### config.mk
export PLATFORM = sky130hd
export DESIGN_NAME = mesm6_prefetch
export DESIGN_NICKNAME = d
export VERILOG_FILES = /design/src/rtl/mesm6_pkg.sv /design/src/rtl/mesm6_prefetch_fifo.sv /design/src/rtl/mesm6_prefetch.sv
export SDC_FILE = /design/constraint.sdc
export NUM_CORES = 1
export LEC_CHECK = 0
export ABC_CLOCK_PERIOD_IN_PS = 7500
export CAP_MARGIN = 20
export CORE_ASPECT_RATIO = 0.6
export CORE_UTILIZATION = 60
export CTS_BUF_LIST = sky130_fd_sc_hd__clkbuf_4
export DETAILED_ROUTE_END_ITERATION = 10
export GPL_ROUTABILITY_DRIVEN = 0
export PLACE_DENSITY = 0.83
export SLEW_MARGIN = 20
export SYNTH_ARGS = -nofsm -noshare
export SYNTH_HDL_FRONTEND = slang
export SYNTH_SLANG_ARGS = --single-unit
### constraint.sdc
create_clock -name clk -period 7.5 [get_ports clk]
set_input_delay 1.5 -clock clk [delete_from_list [all_inputs] [get_ports clk]]
set_output_delay 1.5 -clock clk [all_outputs]
set_load 0.03 [all_outputs]
### src/rtl/mesm6_pkg.sv
// Shared types and constants for the MESM-6 instruction prefetch unit.
package mesm6_pkg;

   localparam int MESM6_WORD_W = 48;
   localparam int MESM6_HALF_W = 24;
   localparam int MESM6_AW     = 15;

   // Half-word PC at the default word-address width.
   typedef logic [MESM6_AW:0] mesm6_pc_t;

   typedef enum logic [1:0] {
      PF_IDLE,
      PF_FETCH,
      PF_DISCARD
   } pf_state_t;

endpackage

### src/rtl/mesm6_prefetch_fifo.sv
// DEPTH-word circular buffer for the prefetch unit; pointers carry one extra wrap bit.
module mesm6_prefetch_fifo #(
   parameter int DEPTH = 4,
   parameter int W     = 48,
   localparam int PW   = $clog2(DEPTH) + 1
) (
   input  logic          clk,
   input  logic          reset,
   input  logic          push,
   input  logic          pop,
   input  logic          flush,
   input  logic [W-1:0]  wdata,
   output logic [W-1:0]  rdata,
   output logic          full,
   output logic          empty,
   output logic [PW-1:0] count
);

   logic [W-1:0]  mem [DEPTH];
   logic [PW-1:0] rd_ptr;
   logic [PW-1:0] wr_ptr;

   always_ff @(posedge clk or posedge reset) begin
      if (reset) begin
         rd_ptr <= '0;
         wr_ptr <= '0;
      end else if (flush) begin
         rd_ptr <= '0;
         wr_ptr <= '0;
      end else begin
         if (push) wr_ptr <= wr_ptr + PW'(1);
         if (pop)  rd_ptr <= rd_ptr + PW'(1);
      end
   end

   always_ff @(posedge clk) begin
      if (push && !flush) mem[wr_ptr[PW-2:0]] <= wdata;
   end

   assign rdata = mem[rd_ptr[PW-2:0]];
   assign count = wr_ptr - rd_ptr;
   assign empty = (wr_ptr == rd_ptr);
   assign full  = (wr_ptr[PW-1] != rd_ptr[PW-1]) && (wr_ptr[PW-2:0] == rd_ptr[PW-2:0]);

endmodule

### src/rtl/mesm6_prefetch.sv
// MESM-6 instruction prefetch: fetch-ahead word buffer feeding half-word opcodes.
// Optional statistics counters are enabled with `define MESM6_PREFETCH_STATS_EN.
module mesm6_prefetch
   import mesm6_pkg::*;
#(
   parameter int DEPTH = 4,
   parameter int AW    = 15
) (
   input  logic                    clk,
   input  logic                    reset,
   input  logic                    redirect,
   input  logic [AW:0]             redirect_pc,
   output logic                    op_valid,
   input  logic                    op_take,
   output logic [MESM6_HALF_W-1:0] op_word,
   output logic [AW:0]             op_pc,
   output logic                    ibus_fetch,
   output logic [AW-1:0]           ibus_addr,
   input  logic [MESM6_WORD_W-1:0] ibus_input,
   input  logic                    ibus_done
`ifdef MESM6_PREFETCH_STATS_EN
   ,
   output logic [31:0]             stat_fetches,
   output logic [31:0]             stat_flushes
`endif
);

   localparam int PW = $clog2(DEPTH) + 1;

   pf_state_t               state;
   pf_state_t               state_n;
   logic [AW-1:0]           fetch_addr;
   logic [AW-1:0]           fetch_addr_n;
   logic [AW-1:0]           addr_n;
   logic                    fetch_n;
   logic                    hf;
   logic [AW:0]             pc;
   logic                    push;
   logic                    pop;
   logic                    take_ok;
   logic                    full;
   logic                    empty;
   logic [PW-1:0]           count;
   logic [PW:0]             occ_after;
   logic [MESM6_WORD_W-1:0] rdata;

   mesm6_prefetch_fifo #(
      .DEPTH (DEPTH),
      .W     (MESM6_WORD_W)
   ) u_fifo (
      .clk   (clk),
      .reset (reset),
      .push  (push),
      .pop   (pop),
      .flush (redirect),
      .wdata (ibus_input),
      .rdata (rdata),
      .full  (full),
      .empty (empty),
      .count (count)
   );

   assign op_valid = !empty;
   assign op_word  = hf ? rdata[MESM6_HALF_W-1:0] : rdata[MESM6_WORD_W-1:MESM6_HALF_W];
   assign op_pc    = pc;
   assign take_ok  = op_take && !empty && !redirect;
   assign pop      = take_ok && hf;

   always_comb begin
      state_n      = state;
      fetch_addr_n = fetch_addr;
      addr_n       = ibus_addr;
      fetch_n      = ibus_fetch;
      push         = 1'b0;
      // Occupancy after this edge, used to decide whether another word may be in flight.
      occ_after    = {1'b0, count} + (PW+1)'(1) - (PW+1)'(pop);
      if (redirect) fetch_addr_n = redirect_pc[AW:1];
      unique case (state)
         PF_IDLE: begin
            if (redirect || !full) begin
               state_n = PF_FETCH;
               fetch_n = 1'b1;
               addr_n  = fetch_addr_n;
            end
         end
         PF_FETCH: begin
            if (redirect) begin
               if (ibus_done) addr_n  = fetch_addr_n;
               else           state_n = PF_DISCARD;
            end else if (ibus_done) begin
               push         = 1'b1;
               fetch_addr_n = fetch_addr + AW'(1);
               if (occ_after < (PW+1)'(DEPTH)) begin
                  addr_n = fetch_addr_n;
               end else begin
                  state_n = PF_IDLE;
                  fetch_n = 1'b0;
               end
            end
         end
         PF_DISCARD: begin
            if (ibus_done) begin
               state_n = PF_FETCH;
               addr_n  = fetch_addr_n;
            end
         end
         default: begin
            state_n = PF_IDLE;
            fetch_n = 1'b0;
         end
      endcase
   end

   always_ff @(posedge clk or posedge reset) begin
      if (reset) begin
         state      <= PF_IDLE;
         fetch_addr <= '0;
         ibus_addr  <= '0;
         ibus_fetch <= 1'b0;
      end else begin
         state      <= state_n;
         fetch_addr <= fetch_addr_n;
         ibus_addr  <= addr_n;
         ibus_fetch <= fetch_n;
      end
   end

   always_ff @(posedge clk or posedge reset) begin
      if (reset) begin
         hf <= 1'b0;
         pc <= '0;
      end else if (redirect) begin
         hf <= redirect_pc[0];
         pc <= redirect_pc;
      end else if (take_ok) begin
         hf <= !hf;
         pc <= pc + (AW+1)'(1);
      end
   end

`ifdef MESM6_PREFETCH_STATS_EN
   always_ff @(posedge clk or posedge reset) begin
      if (reset) begin
         stat_fetches <= '0;
         stat_flushes <= '0;
      end else begin
         if (ibus_done && state != PF_IDLE && stat_fetches != '1) stat_fetches <= stat_fetches + 32'd1;
         if (redirect && stat_flushes != '1) stat_flushes <= stat_flushes + 32'd1;
      end
   end
`endif

endmodule

Yosys cells after proc, flatten, opt, wreduce, memory -nomap -nowiden:

Memory sizes are Yosys's and may differ from the RTL's.
Index checks and enable logic that the tools add are counted.

* memories: 1
* flip-flop bits (word level): 56
* bits in writable memories: 192
* input bits: 69
* word-level logic and storage cells: 86

* reductions and logical operators: 18
* muxes and demuxes: 36
* $add $sub $neg: 7
* order comparisons: 1
* bitwise logic cells: 1
* equality and inequality tests: 14

Memory list
* u_fifo.mem: words 4, width 48, read ports 1, clocked after Yosys merged registers in 0, write ports 1, RTL line mesm6_prefetch_fifo.sv:19 `logic [W-1:0] mem [DEPTH];`

Operators with widths (number)
* two-way mux 15 bit: 9
* one-hot mux 15 bit (3 select lines): 1
* two-way mux 16 bit: 2
* two-way mux 24 bit: 1
* adder 16 x 1 -> 16 bit, second input constant: 1
* adder 15 x 1 -> 15 bit, second input constant: 1
* two-way mux 2 bit: 6
* two-way mux 3 bit: 4
* inequality test 3 bit, second input constant: 4
* two-way mux 1 bit: 11
* inequality test 2 bit, second input constant: 5
* AND reduction 5 bit: 2
* adder 3 x 1 -> 3 bit, second input constant: 2
* one-hot mux 2 bit (3 select lines): 1
* nonzero test 2 bit: 3
* logical AND 1 bit: 5
* adder 3 x 1 -> 4 bit, second input constant: 1
* zero test 1 bit: 4
* < comparator 4 x 3 -> 1 bit, second input constant: 1
* AND reduction 4 bit: 1
* subtractor 4 x 1 -> 4 bit: 1
* == test 3 bit: 1
* one-hot mux 1 bit (3 select lines): 1
* nonzero test 3 bit: 1
* other kinds (8): 8

Logic depth before layout (Yosys ltp):

Gate-level depths: netlist of the first run.

* depth in word-level cells: 11
* mapped depth: 11

By module:

A second synthesis of the first run with hierarchy kept.

* cells, all modules: 674
* area total of the unflattened synthesis: 10757.8 um2

By module, submodules not included
* mesm6_prefetch_fifo: area an instance 7393.3 um2, cells an instance 296, sequential area each 5915.7 um2, times used 1
* mesm6_prefetch: area an instance 3364.5 um2, cells an instance 378, sequential area each 1251.2 um2, times used 1

Worst setup path before layout of the first run:

Ideal clock, no wire load.

* path type: input-to-reg
* from: input redirect
* to: memory u_fifo.mem[0][0] (enable)
* required time: 7.089 ns
* setup time: 0.411 ns
* stages: 4
* arrival: 3.223 ns
* setup slack: 3.867 ns
* path through: buf_2 -> nor2b_1 -> buf_2 -> and3_1

* longest elaborated chain between the ends: 5

Ends and longest elaborated chain
* start: declaration: RTL line mesm6_prefetch.sv:11 `input logic redirect,`
* two-way mux 1 bit: RTL line mesm6_prefetch.sv:87 `if (redirect) begin`
* two-way mux 1 bit: RTL line mesm6_prefetch.sv:78 `unique case (state)`
* logical AND 1 bit *: RTL line mesm6_prefetch_fifo.sv:37 `if (push && !flush) mem[wr_ptr[PW-2:0]] <= wdata;`
* two-way mux 1 bit *: RTL line mesm6_prefetch_fifo.sv:37
* two-way mux 1 bit (not written as such) *: RTL line mesm6_prefetch_fifo.sv:37
* end: declaration: RTL line mesm6_prefetch_fifo.sv:19

Every way passes the cells marked *; elsewhere a longest branch is shown, timed or not.

Final worst setup path of the first run:

* from: register u_fifo.rd_ptr[0]
* to: output op_word[19]

* longest elaborated chain between the ends: 2

Ends and longest elaborated chain
* start: declaration: RTL line mesm6_prefetch_fifo.sv:20 `logic [PW-1:0] rd_ptr;`
* start signal: assignment: RTL line mesm6_prefetch_fifo.sv:32 `if (pop) rd_ptr <= rd_ptr + PW'(1);`
* memory read (4 x 48 bit)
* two-way mux 24 bit: RTL line mesm6_prefetch.sv:64 `assign op_word = hf ? rdata[MESM6_HALF_W-1:0] : rdata[MESM6_WORD_W-1:MESM6_HALF_W];`
* end: declaration: RTL line mesm6_prefetch.sv:15 `output logic [MESM6_HALF_W-1:0] op_word,`

No other way between the ends.

==> metrics.md, run 1 <==
| Metric | Value |
|---|---|
| Drt pass-1 iters | `8` |
| PortBufs | `~130` |
| Synth top area cells | `edfxtp_1 54%, dfrtp_1 13%, mux4_2 10%, mux2_2 3.7%, a21oi_1 1.6%` |
| Synth warn | `0` |
| Worst-case reg-to-reg path depth | `7` |
| Final Hold Viols | `0` |
| # resized after CTS | `0` |
| Worst-Margin Slew | `between 1 and 1.5 ns` |
| Status | `finished clean` |
| Minimum clock period | `4.795 ns` |
| First-pass GRT wire length | `approximately 36000 um` |
| Worst-path maximum fanout | `51` |
| Hold EP | `ibus_addr[9]` |
| Critical Path RT | `about 6 ns` |
| Total CTS buffers | `54` |
| Syn Area/Cell | `~16 um^2` |
| Pins Over Slew Limit | `0` |
| CTS Sinks | `between 200 and 250` |
| Most used DFF post-synth | `edfxtp_1` |
| FILL cells | `~1.0k` |
| Chip height | `105.5 um` |
| Period utilisation layout | `between 60% and 70%` |
| Final antenna diode count | `0` |
| Area grow syn2layout | `20.27%` |
| Final ANT Viol Nets | `0` |
| Yosys reg bits | `~250` |
| Asr flop ratio synth | `approximately 23%` |
| Layout cell share with drive strength beyond 1 | `22.55%` |
| Final net count | `901` |
| CP arrival | `3.29 ns` |
| Initial DRC Count | `660` |
| Commonest cells in the netlist | `192 x edfxtp_1, 56 x dfrtp_1, 48 x mux4_2` |
| Top-count cell post-synth | `edfxtp_1` |
| Worst rel slew slack | `between 30% and 40%` |
| Clock Pin Slew Worst Setup and Hold Paths | `around 0.070 ns` |
| Design area | `approximately 0.013 mm^2` |
| Yosys top cell by area | `edfxtp_1` |
| Max Root-Sink Buffers | `3` |
| Final core occ | `~74%` |
| Total GRT Usage | `between 20% and 30%` |
| Crit end category | `output port` |
| Endpoints failing setup | `0` |
| Clock Skew | `between 0.06 and 0.07 ns` |
| Total vias in the final route | `between 6k and 7k` |
| R2r endpoint | `ibus_addr[7]` |
| Post-synth cell types | `54` |
| Pleak | `roughly 4.5 nW` |
| Total power divided by cell area | `~310 mW/mm^2` |
| Sequential element share of the synthesized area | `around 67%` |
| Initial Util | `between 60% and 70%` |
| CTS HTree Levels | `2` |
| Share of the synthesized area in the top cell type | `a little over half` |
| R2R Path Start | `u_fifo.rd_ptr[0]` |
| Die X | `roughly 170 um` |
| WS Path Type | `flop to output port` |
| Mapped Cells | `around 670` |
| Setup Total Neg Slack | `0 ns` |
| Routed WL | `23250 um` |
| Post-Place Cell Area | `about 0.012 mm^2` |
| Clock latency on the worst-skew pair | `between 0.6 and 0.7 ns` |
| Post-CTS Setup Bufs | `0` |
| Placed insts | `between 900 and 1k` |
| Initial antenna violation count | `0` |
| Post-DP HPWL | `between 10000 and 15000 um` |
| Via density | `6.094` |
| Fin cells | `about 1.1k` |
| Hold-fix buffers, CTS | `0` |
| Max rail drop VDD | `approximately 210 uV` |
| I/O pins | `~130` |
| HP Start | `ibus_addr[9]` |
| DRC | `0` |
| FF-to-FF setup slack | `between 3 and 4 ns` |
| Core box area | `~0.017 mm^2` |
| Number of global-route vias before repair | `about 6.7k` |
| Hold path depth | `1` |
| Full die area | `about 0.018 mm^2` |
| Root Buffer | `clkbuf_4` |
| Critical Path Start Type | `flop` |
| Drt wl/cell | `roughly 21 um` |
| Std cell rows | `37` |
| Hold Crit Class | `flop to flop` |
| RSZ-0062 raised after global routing | `false` |
| Largest net degree at the start of global routing | `57` |
| Post-Syn Area | `around 0.011 mm^2` |
| Max-Cap Viols | `0` |
| Syn_nets | `~750` |
| Grt total ovfl | `0` |
| TritonCTS clock tree | `yes` |
| Post-synth EDFFs | `192` |
| Peak Freq | `208.6 MHz` |
| Hold WS | `just over 0.5 ns` |
## layout make-up
type / instances / area [um^2] / share of cell area [%]
clock buffers: 82 / 615.6 / 4.779
clock inverters: 12 / 100.1 / 0.7770
inverters: 20 / 75.07 / 0.5827
multi-input cells: 361 / 3316 / 25.74
flip-flops and latches: 248 / 7172 / 55.67
well taps: 234 / 292.8 / 2.273
repair buffers: 133 / 1311 / 10.18
## power by group
group	switching (W)	internal [W]	total, W
logic	0.000685	0.000533	0.00122
clock network	0.000486	0.000565	0.00105
registers	0.000133	0.00161	0.00175
## cells in the final DEF, fill, tap and decap left out, drive strengths merged, types with 2 or more instances in the layout
cell and instances:
a211o 2, a21boi 7, a21oi 35, a22o 9, a22oi 5, a311oi 7, a31oi 2, and3 6
and4 3, buf 8, bufinv 2, clkbuf 82, clkdlybuf4s50 125, clkinv 10, dfrtp 56, edfxtp 192
ha 13, inv 20, mux2 35, mux2i 6, mux4 48, nand2 32, nand3 17, nand4 8
nor2 31, nor2b 7, nor3 7, nor4 7, o21ai 17, o22ai 10, o311ai 2, o31ai 2
xnor2 16, xor2 13
## logic make-up after synthesis
logic type	share of synthesized area [%]
mux	14.33
fa+ha+maj	1.705
flops	66.91
buf+inv	2.208
simple gates	5.747
compound gates	6.448
xor+xnor	2.652
## flip-flops by register name, summed over array words and instances (netlist names)
register,flops
ibus_addr,15
ibus_fetch,1
state,2
u_fifo.rd_ptr,3
u_fifo.wr_ptr,3
u_fifo.mem,192
op_pc,16
fetch_addr,15
hf,1
## worst max-delay path, stage by stage (launching register included)
cell and delay, ns:
dfrtp_4 1.10, mux4_2 0.63, mux2_2 0.32, clkdlybuf4s50_1 0.60
## metal layers
layer / wire [um] / part of all wire, % / up-vias / GRT usage, %
met2: 10530 / 45 / 355 / 37.79
met4: 535 / 2.3 / 0 / 8.820
li1: - / - / 2940 / -
met1: 10020 / 43 / 3286 / 37.81
met3: 2155 / 9.3 / 62 / 7.323
met5: 0 / 0 / - / 0
## through the flow
| stage | setup slack [ns] | power (W) |
|---|---|---|
| after global routing | 2.520 | 0.004193 |
| after floorplan | 3.867 | 0.002548 |
| after global placement | 3.324 | 0.002915 |
| final | 2.705 | 0.004016 |
| after CTS | 2.619 | 0.004029 |
| after detailed placement | 3.228 | 0.002968 |
## how the worst max path moves through the flow
stage	startpoint	to	slack, ns	depth (start not counted)
global placement	u_fifo.rd_ptr[0]	op_word[19]	3.32	3
finish	u_fifo.rd_ptr[0]	op_word[19]	2.71	3
global route	u_fifo.rd_ptr[0]	op_word[3]	2.52	3
CTS	u_fifo.rd_ptr[0]	op_word[19]	2.62	3
floorplan	redirect	u_fifo.mem[0][0]	3.87	4
detailed placement	ibus_done	ibus_addr[7]	3.23	5
Note: power is estimated with default switching activity, not from simulation.
==> run 2, diff against run 1 <==
Settings changed: ABC_CLOCK_PERIOD_IN_PS 7500 to 5000, CORE_UTILIZATION 60 to 58, PLACE_DENSITY 0.83 to 0.8.
Clock period 7.5 ns to 5 ns, I/O delays scaled along.
==> run 2 against run 1 <==
  * Register-to-register slack lost 2.2 ns
  * Sequential share of layout area is essentially flat
  * Total power grew 48%
  * Design area is essentially flat
  * Non-clock buffer count grew 3
  * Global-route usage grew 0.15 points
==> metrics.md, run 2 (synthesis results as in run 1) <==
| Metric | Value |
|---|---|
| Power Total | `0.005962 W (was 0.004016 W)` |
| Total power divided by cell area | `462.4 mW/mm^2 (was 311.7 mW/mm^2)` |
| Core box area | `0.01807 mm^2 (was 0.01731 mm^2)` |
| Worst-Margin Slew | `1.010 ns (was 1.022 ns)` |
| Initial DRC Count | `696 (was 660)` |
| Max FFs per register | `192 (unchanged)` |
| Commonest non-fill, non-tap cells in the layout | `192 x edfxtp_1, 125 x clkdlybuf4s50_1, 85 x clkbuf_4, 54 x dfrtp_1, 48 x mux4_2 (was 192 x edfxtp_1, 125 x clkdlybuf4s50_1, 82 x clkbuf_4, 54 x dfrtp_1, 48 x mux4_2)` |
| Final net count | `904 (was 901)` |
| Worst rel slew slack | `32.03% (was 31.86%)` |
| Hold Crit Class | `flop to flop (unchanged)` |
| First-pass GRT wire length | `37050 um (was 36070 um)` |
| Routed WL | `23760 um (was 23250 um)` |
| WS Path Type | `flop to output port (unchanged)` |
| Grt total ovfl | `0 (unchanged)` |
| R2R Path Start | `u_fifo.rd_ptr[1] (was u_fifo.rd_ptr[0])` |
| CTS Sinks | `248 (unchanged)` |
| Initial antenna violation count | `2 (was 0)` |
| PortBufs | `125 (unchanged)` |
| Status | `finished clean (unchanged)` |
| TritonCTS clock tree | `yes (unchanged)` |
| FILL cells | `1163 (was 1039)` |
| Total GRT Usage | `26.01% (was 25.86%)` |
| Peak Freq | `235.5 MHz` |
| Drt pass-1 iters | `7 (was 8)` |
| Setup Total Neg Slack | `0 ns (unchanged)` |
| CTS HTree Levels | `2 (unchanged)` |
| Critical path origin | `u_fifo.rd_ptr[1] (was u_fifo.rd_ptr[0])` |
| Clock latency on the worst-skew pair | `0.64 ns (was 0.65 ns)` |
| Total CTS buffers | `54 (unchanged)` |
| Area grow syn2layout | `20.37% (was 20.27%)` |
| Clock Skew | `0.05450 ns (was 0.06087 ns)` |
| CP endpoint | `op_word[16] (was op_word[19])` |
| Worst-path maximum fanout | `39 (was 51)` |
| Die X | `177.4 um (was 174.5 um)` |
| Initial Util | `59.29% (was 61.87%)` |
| Hold-fix buffers, CTS | `0 (unchanged)` |
| Largest net degree at the start of global routing | `41 (was 57)` |
| CP arrival | `3.25 ns (was 3.29 ns)` |
| Root Buffer | `clkbuf_4 (unchanged)` |
| Minimum clock period | `between 4 and 5 ns` |
| Full die area | `0.01903 mm^2 (was 0.01841 mm^2)` |
| Post-DP HPWL | `15650 um (was 14590 um)` |
| I/O pins | `126 (unchanged)` |
| Worst-case reg-to-reg path depth | `7 (unchanged)` |
| Std cell rows | `38 (was 37)` |
| Crit end category | `output port (unchanged)` |
| Critical Path Start Type | `flop (unchanged)` |
| Layout cell share with drive strength beyond 1 | `22.91% (was 22.55%)` |
| DRC | `0 (unchanged)` |
| Pins Over Slew Limit | `0 (unchanged)` |
| Final ANT Viol Nets | `0 (unchanged)` |
| Period utilisation layout | `~85%` |
| Clock Pin Slew Worst Setup and Hold Paths | `0.07 ns (about the same)` |
| Final Hold Viols | `0 (unchanged)` |
| # resized after CTS | `0 (unchanged)` |
| R2r endpoint | `ibus_addr[5] (was ibus_addr[7])` |
| Hold WS | `0.5164 ns (was 0.5060 ns)` |
| Max Root-Sink Buffers | `3 (unchanged)` |
| Commonest non-fill, non-tap cell in the layout | `edfxtp_1 (unchanged)` |
| Chip height | `107.3 um (was 105.5 um)` |
| Critical Path RT | `4.00 ns (was 6.00 ns)` |
| Endpoints failing setup | `0 (unchanged)` |
| Max-Cap Viols | `0 (unchanged)` |
| Via density | `6.089 (was 6.094)` |
| RSZ-0062 raised after global routing | `false (unchanged)` |
| Total vias in the final route | `6704 (was 6643)` |
| FF-to-FF setup slack | `1.64 ns (was 3.87 ns)` |
| Pleak | `4.459 nW (was 4.455 nW)` |
| Drt wl/cell | `21.58 um (was 21.33 um)` |
| Number of global-route vias before repair | `6802 (was 6740)` |
| Max rail drop VDD | `272.2 uV (was 213.5 uV)` |
| Post-CTS Setup Bufs | `0 (unchanged)` |
## run 2: cell types whose count changed in the layout (fill, tap and decap cells not counted)
cell       delta
clkinv_2      -1
bufinv_16     -2
clkinv_4      +1
clkbuf_4      +3
buf_4         +2
diode_2       +1
buf_12        +1
## run 2: layout make-up
cell class              instances  area (um^2)  area share [%]
diodes                          1        2.502         0.01941
flip-flops and latches        248         7172           55.62
repair buffers                136         1346           10.44
multi-input cells             361         3316           25.72
well taps                     240        300.3           2.329
inverters                      20        75.07          0.5822
clock buffers                  85        638.1           4.949
clock inverters                10        43.79          0.3396
## run 2: worst min-delay path by stage
stage / startpoint / end / slack [ns] / cells past startpoint
final: ibus_addr[2] / ibus_addr[2] / 0.52 / 1
after detailed placement: ibus_addr[5] / ibus_addr[5] / 0.49 / 1
after global placement: ibus_addr[2] / ibus_addr[2] / 0.49 / 1
after CTS: ibus_addr[5] / ibus_addr[5] / 0.51 / 1
after global routing: ibus_addr[2] / ibus_addr[2] / 0.53 / 1
after floorplan: u_fifo.wr_ptr[0] / u_fifo.wr_ptr[0] / 0.51 / 1
## run 2: where the power goes
part           total (W)  internal, W  switching [W]  leakage [nW]
clock network    0.00152     0.000769       0.000747         0.412
registers        0.00259      0.00242       0.000171          2.41
logic            0.00185     0.000809        0.00105          1.64
## run 2: critical path, cell delays in order (launching register included)
cell	delay, ns
dfrtp_2	0.99
buf_4	0.38
mux4_2	0.34
mux2_2	0.28
clkdlybuf4s50_1	0.61
## run 2: routing by layer
metal | global-route usage, % | share of wire (%) | vias to the layer above
met5 | 0 | 0.046 | -
met4 | 7.326 | 1.5 | 2
met3 | 7.556 | 10 | 46
met2 | 38.34 | 45 | 344
met1 | 38.10 | 43 | 3347
li1 | - | - | 2965
## run 2: through the flow
stage	area (um^2)	setup WS (ns)	utilization, %	cells
3_5_place_dp	12210	1.306	67.58	1005
4_1_cts	12890	0.6938	71.35	1100
3_3_place_gp	12210	1.412	67.56	1005
2_1_floorplan	10710	1.867	-	666
6_report	12890	0.7544	71.36	1101
5_1_grt	12890	0.6091	71.35	1100
